## src/rtl/uart_tx_fifo.sv

```systemverilog
// uart_tx_fifo
//   Byte FIFO plus launch sequencer feeding a UART transmitter that runs on a
//   divided baud clock. Bytes are pushed from the host side; the head byte is
//   presented on dintx with newd held high until the transmitter's start bit
//   is observed on tx_in, then the frame is retired on the rising edge of
//   donetx_in. Both transmitter-side inputs are synchronized into clk.
//
// Ports
//   clk, rst     system clock, synchronous active-high reset
//   wr_en        write strobe, one byte per cycle
//   wr_data      byte to enqueue
//   full/empty   registered occupancy flags
//   count        bytes stored, including the byte currently being sent
//   overflow     1-cycle pulse when a write is attempted while full
//   newd         launch request to the transmitter
//   dintx        byte presented to the transmitter
//   tx_in        transmitter serial output (asynchronous)
//   donetx_in    transmitter done flag (asynchronous)
//   busy         sequencer not idle
//   byte_sent    1-cycle pulse when a frame completes
//   timeout_err  1-cycle pulse when a launch or a frame takes too long
module uart_tx_fifo #(
    parameter int DEPTH   = 16,
    parameter int TIMEOUT = 4096
) (
    input  logic                   clk,
    input  logic                   rst,
    input  logic                   wr_en,
    input  logic [7:0]             wr_data,
    output logic                   full,
    output logic                   empty,
    output logic [$clog2(DEPTH):0] count,
    output logic                   overflow,
    output logic                   newd,
    output logic [7:0]             dintx,
    input  logic                   tx_in,
    input  logic                   donetx_in,
    output logic                   busy,
    output logic                   byte_sent,
    output logic                   timeout_err
);

    localparam int AW = $clog2(DEPTH);
    localparam int CW = AW + 1;
    localparam int TW = $clog2(TIMEOUT + 1);
    localparam logic [CW-1:0] DEPTH_C = CW'(DEPTH);
    localparam logic [TW-1:0] T_LAST  = TW'(TIMEOUT - 1);
    localparam logic [TW-1:0] T_MAX   = TW'(TIMEOUT);

    typedef enum logic [1:0] {
        IDLE      = 2'd0,
        ISSUE     = 2'd1,
        WAIT_DONE = 2'd2,
        GAP       = 2'd3
    } state_t;

    // ---- transmitter-side synchronizers ----
    logic tx_meta_q, tx_s_q;
    logic done_meta_q, done_s_q, done_dly_q;
    logic done_rise;

    always_ff @(posedge clk) begin
        if (rst) begin
            tx_meta_q   <= 1'b1;
            tx_s_q      <= 1'b1;
            done_meta_q <= 1'b0;
            done_s_q    <= 1'b0;
            done_dly_q  <= 1'b0;
        end else begin
            tx_meta_q   <= tx_in;
            tx_s_q      <= tx_meta_q;
            done_meta_q <= donetx_in;
            done_s_q    <= done_meta_q;
            done_dly_q  <= done_s_q;
        end
    end

    assign done_rise = done_s_q & ~done_dly_q;

    // ---- FIFO storage and occupancy ----
    logic [7:0]    mem_q [DEPTH];
    logic [AW-1:0] wr_ptr_q, rd_ptr_q;
    logic [CW-1:0] count_q, count_d;
    logic          full_q, empty_q, overflow_q;
    logic          wr_accept, pop;

    // The registered full flag gates writes, so a write in the same cycle as
    // a pop from a full FIFO is still rejected.
    assign wr_accept = wr_en & ~full_q;

    always_comb begin
        count_d = count_q;
        if (wr_accept & ~pop) begin
            count_d = count_q + CW'(1);
        end else if (~wr_accept & pop) begin
            count_d = count_q - CW'(1);
        end
    end

    always_ff @(posedge clk) begin
        if (wr_accept) begin
            mem_q[wr_ptr_q] <= wr_data;
        end
    end

    always_ff @(posedge clk) begin
        if (rst) begin
            wr_ptr_q   <= '0;
            rd_ptr_q   <= '0;
            count_q    <= '0;
            full_q     <= 1'b0;
            empty_q    <= 1'b1;
            overflow_q <= 1'b0;
        end else begin
            if (wr_accept) begin
                wr_ptr_q <= wr_ptr_q + AW'(1);
            end
            if (pop) begin
                rd_ptr_q <= rd_ptr_q + AW'(1);
            end
            count_q    <= count_d;
            full_q     <= (count_d == DEPTH_C);
            empty_q    <= (count_d == '0);
            overflow_q <= wr_en & full_q;
        end
    end

    // ---- launch sequencer ----
    state_t        state_q;
    logic [TW-1:0] timer_q;
    logic          expired;
    logic          newd_q, busy_q, byte_sent_q, timeout_err_q;
    logic [7:0]    dintx_q;

    // The timer holds the number of cycles already spent in the state, so
    // the limit is hit on the edge that closes the TIMEOUT-th cycle.
    assign expired = (timer_q >= T_LAST);

    // The head leaves the FIFO only once its frame is over, either completed
    // or abandoned; a launch that was never acknowledged keeps its byte.
    assign pop = (state_q == WAIT_DONE) & (done_rise | expired);

    always_ff @(posedge clk) begin
        if (rst) begin
            state_q       <= IDLE;
            timer_q       <= '0;
            newd_q        <= 1'b0;
            dintx_q       <= 8'h00;
            busy_q        <= 1'b0;
            byte_sent_q   <= 1'b0;
            timeout_err_q <= 1'b0;
        end else begin
            byte_sent_q   <= 1'b0;
            timeout_err_q <= 1'b0;
            case (state_q)
                IDLE: begin
                    // Launch only while the line is idle and done is low, so a
                    // stale done level cannot retire the new frame.
                    if (~empty_q & tx_s_q & ~done_s_q) begin
                        dintx_q <= mem_q[rd_ptr_q];
                        newd_q  <= 1'b1;
                        busy_q  <= 1'b1;
                        timer_q <= '0;
                        state_q <= ISSUE;
                    end
                end
                ISSUE: begin
                    if (~tx_s_q) begin
                        newd_q  <= 1'b0;
                        timer_q <= '0;
                        state_q <= WAIT_DONE;
                    end else if (expired) begin
                        newd_q        <= 1'b0;
                        timeout_err_q <= 1'b1;
                        timer_q       <= '0;
                        state_q       <= GAP;
                    end else if (timer_q != T_MAX) begin
                        timer_q <= timer_q + TW'(1);
                    end
                end
                WAIT_DONE: begin
                    if (done_rise) begin
                        byte_sent_q <= 1'b1;
                        timer_q     <= '0;
                        state_q     <= GAP;
                    end else if (expired) begin
                        timeout_err_q <= 1'b1;
                        timer_q       <= '0;
                        state_q       <= GAP;
                    end else if (timer_q != T_MAX) begin
                        timer_q <= timer_q + TW'(1);
                    end
                end
                GAP: begin
                    if (~done_s_q & tx_s_q) begin
                        busy_q  <= 1'b0;
                        state_q <= IDLE;
                    end
                end
                default: begin
                    newd_q  <= 1'b0;
                    busy_q  <= 1'b0;
                    timer_q <= '0;
                    state_q <= IDLE;
                end
            endcase
        end
    end

    assign full        = full_q;
    assign empty       = empty_q;
    assign count       = count_q;
    assign overflow    = overflow_q;
    assign newd        = newd_q;
    assign dintx       = dintx_q;
    assign busy        = busy_q;
    assign byte_sent   = byte_sent_q;
    assign timeout_err = timeout_err_q;

endmodule

```

## config.mk

```make
export PLATFORM = sky130hd
export DESIGN_NAME = uart_tx_fifo
export DESIGN_NICKNAME = d
export VERILOG_FILES = /design/src/rtl/uart_tx_fifo.sv
export SDC_FILE = /design/constraint.sdc
export NUM_CORES = 1
export LEC_CHECK = 0
export CORE_MARGIN = 2
export CORE_UTILIZATION = 55
export DETAILED_ROUTE_END_ITERATION = 7
export HOLD_SLACK_MARGIN = 0.08
export PLACE_DENSITY = 0.74
export RECOVER_POWER = 25
export SLEW_MARGIN = 20
export SYNTH_ARGS = -nofsm -noshare
export SYNTH_HDL_FRONTEND = slang
export SYNTH_SLANG_ARGS = --single-unit
```

## constraint.sdc

```tcl
create_clock -name clk -period 5.6 [get_ports clk]
set_input_delay 0.84 -clock clk [delete_from_list [all_inputs] [get_ports clk]]
set_output_delay 0.84 -clock clk [all_outputs]
set_load 0.01 [all_outputs]
```

After elaboration in Yosys (flattened, before gate mapping)
Memory sizes are Yosys's and may differ from the RTL's. A register that Yosys moved wholly into a read port is not among the register bits. Index checks and enable logic that the tools add are counted.

Input port bits: 13. Output and inout port bits: 20. Register bits: 40. Logic and storage cells: 87. Memory bits (read-only): 0. Memories kept: 1. RAM bits: 128. Latch bits: 0.

Memories: mem_q (depth 16, width 8, read ports 1, clocked after memory_dff 1, write ports 1, line 81) `logic [7:0] mem_q [DEPTH];`.

Eq/ne operators: 8. $lt $le $gt $ge: 1. Bitwise gates (word level): 17. Divide/modulo/power cells: 0. Multiply operators: 0. Shift-type cells: 0. Reductions and logical operators: 11. $add $sub $neg: 5. Muxes and demuxes: 27.

Operators by type and width (number): 13-bit 2-to-1 mux (5); 13-bit case mux with 3 select lines (1); 13-bit by 1-bit adder with 13-bit output, second input constant (1); 13-bit by 12-bit greater-or-equal comparator with 1-bit output, second input constant (1); 13-bit inequality test, second input constant (1); 1-bit 2-to-1 mux (10); 2-bit 2-to-1 mux (5); 5-bit 2-to-1 mux (2); 1-bit bitwise AND (9); 4-bit by 1-bit adder with 4-bit output, second input constant (2); 2-bit case mux with 4 select lines (1); 1-bit NOT (7); 1-bit case mux with 2 select lines (3); 2-bit AND reduction (3); 3-bit AND reduction (2); 5-bit by 1-bit adder with 5-bit output, second input constant (1); 5-bit equality test, second input constant (1); 5-bit zero test (1); 5-bit by 1-bit subtractor with 5-bit output, second input constant (1); 2-bit equality test, second input constant (2); 2-bit inequality test, second input constant (2); 2-bit nonzero test (2); 3-bit inequality test, second input constant (1); 3-bit nonzero test (1); 4 further kinds (4).

Logic depth before layout (Yosys ltp)
Gate-level depths: netlist of the first run.

Depth after elaboration: 8. Gate-level depth with buffers: 8. Mapped depth without buffers: 8.

Worst setup path after synthesis of the first run
OpenSTA, ideal clock, no wires.

Path kind: in2reg. Start point: input port wr_en. End point: memory mem_q[3][0], enable pin. Required time: 5.217 ns. Slack: 2.982 ns. Setup time: 0.383 ns. Stages on the path: 4. Buffers on the path: 1. Arrival: 2.234 ns. Cells stage by stage: nor2b_1 -> clkbuf_1 -> nand2_1 -> nor3_1.

Word-level cells in the longest chain between the ends: 3.

RTL lines: start: declaration (line 28) `input logic wr_en,`; 1-bit bitwise AND (line 89) `assign wr_accept = wr_en & ~full_q;`; 1-bit 2-to-1 mux (line 101) `if (wr_accept) begin`; 1-bit 2-to-1 mux (implied by the code) (line 102) `mem_q[wr_ptr_q] <= wr_data;`; end: declaration (line 81).

No other way between the ends.

==> results of run 1 <==
[power groups by stage]
stage	combinational, mW	sequential [mW]	clock [mW]
2_1_floorplan	0.110	1.47	0
3_3_place_gp	0.182	1.48	0
3_5_place_dp	0.187	1.48	0
4_1_cts	0.190	1.45	1.23
5_1_grt	0.208	1.45	1.29
6_report	0.187	1.45	1.21
[cells in the mapped netlist, types with 2 or more instances]
cell | n | area share
ha_1 | 16 | 0.028
a211oi_1 | 3 | 0.0031
nor2_1 | 45 | 0.023
nor4_1 | 4 | 0.0035
and2_1 | 2 | 0.0017
dfxtp_1 | 48 | 0.13
xor2_1 | 12 | 0.015
nand4_1 | 6 | 0.0052
mux2i_1 | 4 | 0.0055
inv_1 | 9 | 0.0047
or3_1 | 4 | 0.0035
o21ai_0 | 4 | 0.0028
nor3b_1 | 2 | 0.0021
buf_1 | 3 | 0.0016
nand2b_1 | 6 | 0.0052
mux4_2 | 40 | 0.12
edfxtp_1 | 128 | 0.53
and4_1 | 2 | 0.0024
a21oi_1 | 13 | 0.0090
nor4b_1 | 2 | 0.0024
nor2b_1 | 4 | 0.0035
buf_6 | 4 | 0.0062
nand3_1 | 6 | 0.0042
or2_2 | 4 | 0.0035
xnor2_1 | 11 | 0.013
a311oi_1 | 4 | 0.0048
clkbuf_1 | 12 | 0.0062
nand2_1 | 42 | 0.022
nor3_1 | 6 | 0.0042
and3_1 | 2 | 0.0017
buf_2 | 2 | 0.0014
a31oi_1 | 2 | 0.0017
[flip-flops by register name (all words and copies together) (netlist names), 2 cells and up]
| register | flops |
|---|---|
| count | 5 |
| dintx | 8 |
| mem_q | 128 |
| rd_ptr_q | 4 |
| state_q | 2 |
| timer_q | 13 |
| wr_ptr_q | 4 |
[cell type report]
cell class	instances	area, um2
clock buffer	18	429
clock inverter	14	178
fill	898	4430
inverter	9	33.8
multi-input combinational	259	2280
sequential	176	4810
tap	172	215
timing repair buffer	36	347
[through the flow]
| step | setup slack (ps) | power (mW) | hold WS [ps] | area (um2) |
|---|---|---|---|---|
| 4_1_cts | 2920 | 2.87 | 411 | 8290 |
| 6_report | 2770 | 2.85 | 411 | 8290 |
| 3_5_place_dp | 2480 | 1.66 | 398 | 7680 |
| 5_1_grt | 2660 | 2.95 | 420 | 8290 |
| 2_1_floorplan | 2980 | 1.58 | 389 | 7220 |
| 3_3_place_gp | 2550 | 1.66 | 400 | 7680 |
[final timing paths]
path / endpoint / cells after the start
worst max-delay path: timer_q[9] / 4
worst min-delay path: tx_s_q / 1
worst max register to register: dintx[1] / 5
worst min register to register: tx_s_q / 1
[cells by family after synthesis]
logic type	after synthesis	share of synthesized area
AOI/OAI and AO/OA	32	0.0291
adders and majority gates	16	0.0277
DFF	176	0.665
and+or+nand+nor	143	0.0980
xor gates and xnor gates	23	0.0279
buffers and inverters	30	0.0201
muxes	45	0.132
[metal layers]
layer,part of all wire,track usage
met3,0.066,0.0608
met5,0.00069,0
met2,0.49,0.352
met4,0.021,0.0900
met1,0.42,0.299
[layout by cell type, fill, tap and decap left out, types with 4 or more instances in the layout]
cell | synthesis | layout
mux4_2 | 40 | 40
xnor2_1 | 11 | 11
nand4_1 | 6 | 6
nand3_1 | 6 | 6
nor3_1 | 6 | 5
xor2_1 | 12 | 12
a21oi_1 | 13 | 13
nor2b_1 | 4 | 4
nor2_1 | 45 | 45
clkbuf_16 | 0 | 17
or3_1 | 4 | 4
dfxtp_1 | 48 | 47
a311oi_1 | 4 | 4
inv_6 | 0 | 5
edfxtp_1 | 128 | 128
ha_1 | 16 | 16
o21ai_0 | 4 | 4
or2_2 | 4 | 4
clkdlybuf4s50_1 | 0 | 26
dlygate4sd3_1 | 0 | 6
nor4_1 | 4 | 4
nand2b_1 | 6 | 6
mux2i_1 | 4 | 4
nand2_1 | 42 | 42
inv_1 | 9 | 9
==> out/metrics.csv, run 1 <==
metric;value;unit
result of the run;complete, but fails checks;
failing checks;capacitance limit, slew limit;
Synth warnings;0;
Detailed Route Iter0 Violations;482;
Final Instance Count excl. Fillers;684;
Detail Placement HPWL;9.38;mm
Clock Power Share;0.425;
Post-CTS Hold Fix Bufs;0;
Synth Register Bits;176;
worst hold start;tx_meta_q;
port bufs;32;
Synth-to-Final Area Change;14.7;%
Slew Viols, Final;39;
critical path fanouts, max;38;
reg2reg setup slack;3260;ps
Synth Cell Area;7220;um2
clk buf depth;2;
Core Rows;41;
unrepaired setup endpoints after global routing;false;
Syn Nets;494;
critical path's slowest cell;clkbuf_1;
Routed Antenna Nets;0;
H-tree depth;4;
Clock Latency Late Sink;430;ps
grt total ovfl;0;
Post-Route Setup TNS;0;ps
WP buf/inv;2;
Critical Path Sink Type;flip-flop;
Fin. Hold Viols;0;
NetSw;0.633;mW
Final period util;0.506;
# placed instances;652;
Synth cell types;45;
Final nets;528;
GR Util All Layers;0.224;
final WL;14.5;mm
Reg power frac;0.509;
WP data required;5900;ps
WL/cell;21.2;um
Die ar.;14100;um2
Post-synth EDFFs;128;
clock sink count;176;
antenna violations before repair;1;
average cell area after synthesis;15.5;um2
vias in the first global route;3975;
Resize count post-CTS;0;
Clock Skew;10.5;ps
sw frac;0.222;
CP max stage delay;1260;ps
TritonRoute pass-1 iters;5;
worst reg2reg startpoint;rd_ptr_q[0];
number of max-cap violations;1;
sequential area share after synthesis;0.665;
initial core utilization;0.568;
P per Cell Area;343;nW/um2
vias per inst;5.82;
Reg clk slew, reported paths;60;ps
Slew headroom;-0.164;
Leak;2.73;nW
Max IR drop VDD;0.245;mV
crit-path cells;dlygate4sd3_1 > clkbuf_1 > a21o_1 > nor2_1;
largest net degree at the start of global routing;39;
CTS root buffer;clkbuf_16;
type of origin of the critical path;primary input;
Int Power;2.21;mW
via count;3978;
final setup vio count;0;
Post-synth ARST share;0;
crit path launch;rst;
Comb power frac;0.066;
Die Height;119;um
worst min path class;reg2reg;
Top Ports;33;
Largest delay share family, worst path;buffers and inverters;
f_max;0.353;GHz
CTS tree;built;
first-pass GRT wire length;23.0;mm
DRC;0;
share of layout cells above drive strength 1;0.172;
total clock buffers created by CTS;17;
core box area;12700;um2
crit path DAT;3130;ps
Period minus WS final;2830;ps
Worst-Margin Slew;1750;ps
post-CTS setup buffer count;0;
gpl congestion;0.803;
antenna fix cells;0;
die width;119;um
Synth Instances;465;
Finished Core Util;0.651;
ys flop type;edfxtp_1;
CP Class;in2reg;
Power figures use the tool's default switching activity.
==> run 2, diff against run 1 <==
CORE_UTILIZATION = 54   (was 55)
PLACE_DENSITY = 0.75   (was 0.74)
clock period = 2.4 ns   (was 5.6 ns; I/O delays follow)
==> run 2 against run 1 <==
Against the previous run:
- the run now ends clean
- clock skew fell by 3.1 ps
- first-iteration DRC count is 15% lower
- wire length is 6.2% lower
- non-clock buffer count increased by 18
==> out/metrics.csv, run 2 (same netlist as run 1, synthesis figures left out) <==
metric;value;unit
H-tree depth;4;
share of layout cells above drive strength 1;0.198;
gpl congestion;0.873;
CTS root buffer;clkbuf_16;
Max IR drop VDD;0.559;mV
critical path fanouts, max;15;
unrepaired setup endpoints after global routing;false;
Fin. Hold Viols;0;
result of the run;completed;
grt total ovfl;0;
critical path's slowest cell;dfxtp_1;
total clock buffers created by CTS;17;
final setup vio count;0;
Core Rows;42;
worst reg2reg startpoint;timer_q[1];
crit-path cells;ha_1 > a21oi_1 > nor4b_4 > o21ai_2 > buf_4 > mux2i_2 > xor2_1 > o21bai_1;
port bufs;32;
TritonRoute pass-1 iters;5;
Clock Latency Late Sink;430;ps
most frequent cells in the layout;edfxtp_1, dfxtp_1, nor2_1;
Die Height;120;um
antenna violations before repair;0;
type of origin of the critical path;flip-flop;
WP data required;2710;ps
Worst Reg-to-Reg Cells;8;
Post-CTS Hold Fix Bufs;0;
Reg clk slew, reported paths;60;ps
Slew headroom;0.563;
Hold Slack;433;ps
Die ar.;14300;um2
Slew Viols, Final;0;
CP Class;reg2reg;
number of max-cap violations;0;
core box area;13100;um2
WP buf/inv;1;
Period minus WS final;2020;ps
WL/cell;19.3;um
dpl ws;346;ps
final WL;13.6;mm
initial core utilization;0.550;
post-CTS setup buffer count;0;
Final period util;0.843;
met2 wire len;6.75;mm
Detail Placement HPWL;8.83;mm
die width;120;um
Routed Antenna Nets;0;
Largest Register;mem_q;
Synth-to-Final Area Change;17.0;%
vias per inst;5.74;
crit path DAT;2330;ps
vias in the first global route;4003;
final worst slack;376;ps
Leak;2.83;nW
DRC;0;
GR Util All Layers;0.206;
crit path launch;timer_q[1];
Largest delay share family, worst path;flip-flops;
max reg flops;128;
Metal-1 WL;5.64;mm
Final Instance Count excl. Fillers;705;
Detailed Route Iter0 Violations;412;
most common cell after layout, fill and taps aside;edfxtp_1;
Worst-Margin Slew;655;ps
Final nets;546;
f_max;0.494;GHz
Fill cells;937;
clock sink count;176;
Clock Skew;7.34;ps
# placed instances;674;
worst hold start;tx_meta_q;
Resize count post-CTS;0;
first-pass GRT wire length;21.6;mm
largest net degree at the start of global routing;36;
via count;4046;
CP max stage delay;420;ps
met3 wire len;1.01;mm
Post-Route Setup TNS;0;ps
WHS Path Cells;1;
CTS tree;built;
Critical Path Sink Type;flip-flop;
Top Ports;33;
worst min path class;reg2reg;
P per Cell Area;785;nW/um2
antenna fix cells;0;
clk buf depth;2;
cell depth of the worst setup path;8;
highest metal layer with signal wires;met4;
-- run 2: cell types whose count changed in the layout (fill, tap and decap cells not counted), sizes merged --
cell / before / now
clkbuf: 19 / 17
clkinv: 4 / 5
clkinvlp: 1 / 0
clkdlybuf4s50: 26 / 25
dlygate4sd3: 6 / 7
buf: 3 / 22
-- run 2: final timing paths --
check | to | slack, ps
hold reg to reg | tx_s_q | 430
setup / recovery | empty | 380
hold / removal | tx_s_q | 430
setup reg to reg | empty | 380
-- run 2: area by class of cell --
cell class,count,area (um2),share of cell area
flip-flops and latches,176,4810,0.569
multi-input cells,259,2270,0.269
repair buffers,54,510,0.0604
clock inverters,14,179,0.0212
well taps,176,220,0.0261
clock buffers,17,425,0.0503
inverters,9,33.8,0.00400
-- run 2: worst reg2reg max path, stage by stage (launching register included) --
cell and delay (ps):
dfxtp_1 420, ha_1 270, a21oi_1 90, nor4b_4 320
o21ai_2 100, buf_4 200, mux2i_2 240, xor2_1 170
o21bai_1 90
-- run 2: metrics by stage --
stage           util  total power [mW]  cell area, um2
2_1_floorplan      -              3.70            7220
3_3_place_gp   0.597              3.86            7850
3_5_place_dp   0.597              3.88            7850
4_1_cts        0.643              6.70            8450
5_1_grt        0.643              6.85            8450
6_report       0.643              6.63            8450
-- run 2: per-layer routing --
layer  track usage  vias to the layer above
li1              -                     1857
met1         0.276                     2025
met2         0.320                      144
met3        0.0599                       20
met4        0.0824                        0
met5             0                        -
-- run 2: report_power, final --
| part | switching [mW] | leakage, nW | internal [mW] | total [mW] |
|---|---|---|---|---|
| Clock | 1.16 | 0.300 | 1.65 | 2.82 |
| Combinational | 0.250 | 0.982 | 0.187 | 0.436 |
| Sequential | 0.0554 | 1.55 | 3.33 | 3.38 |
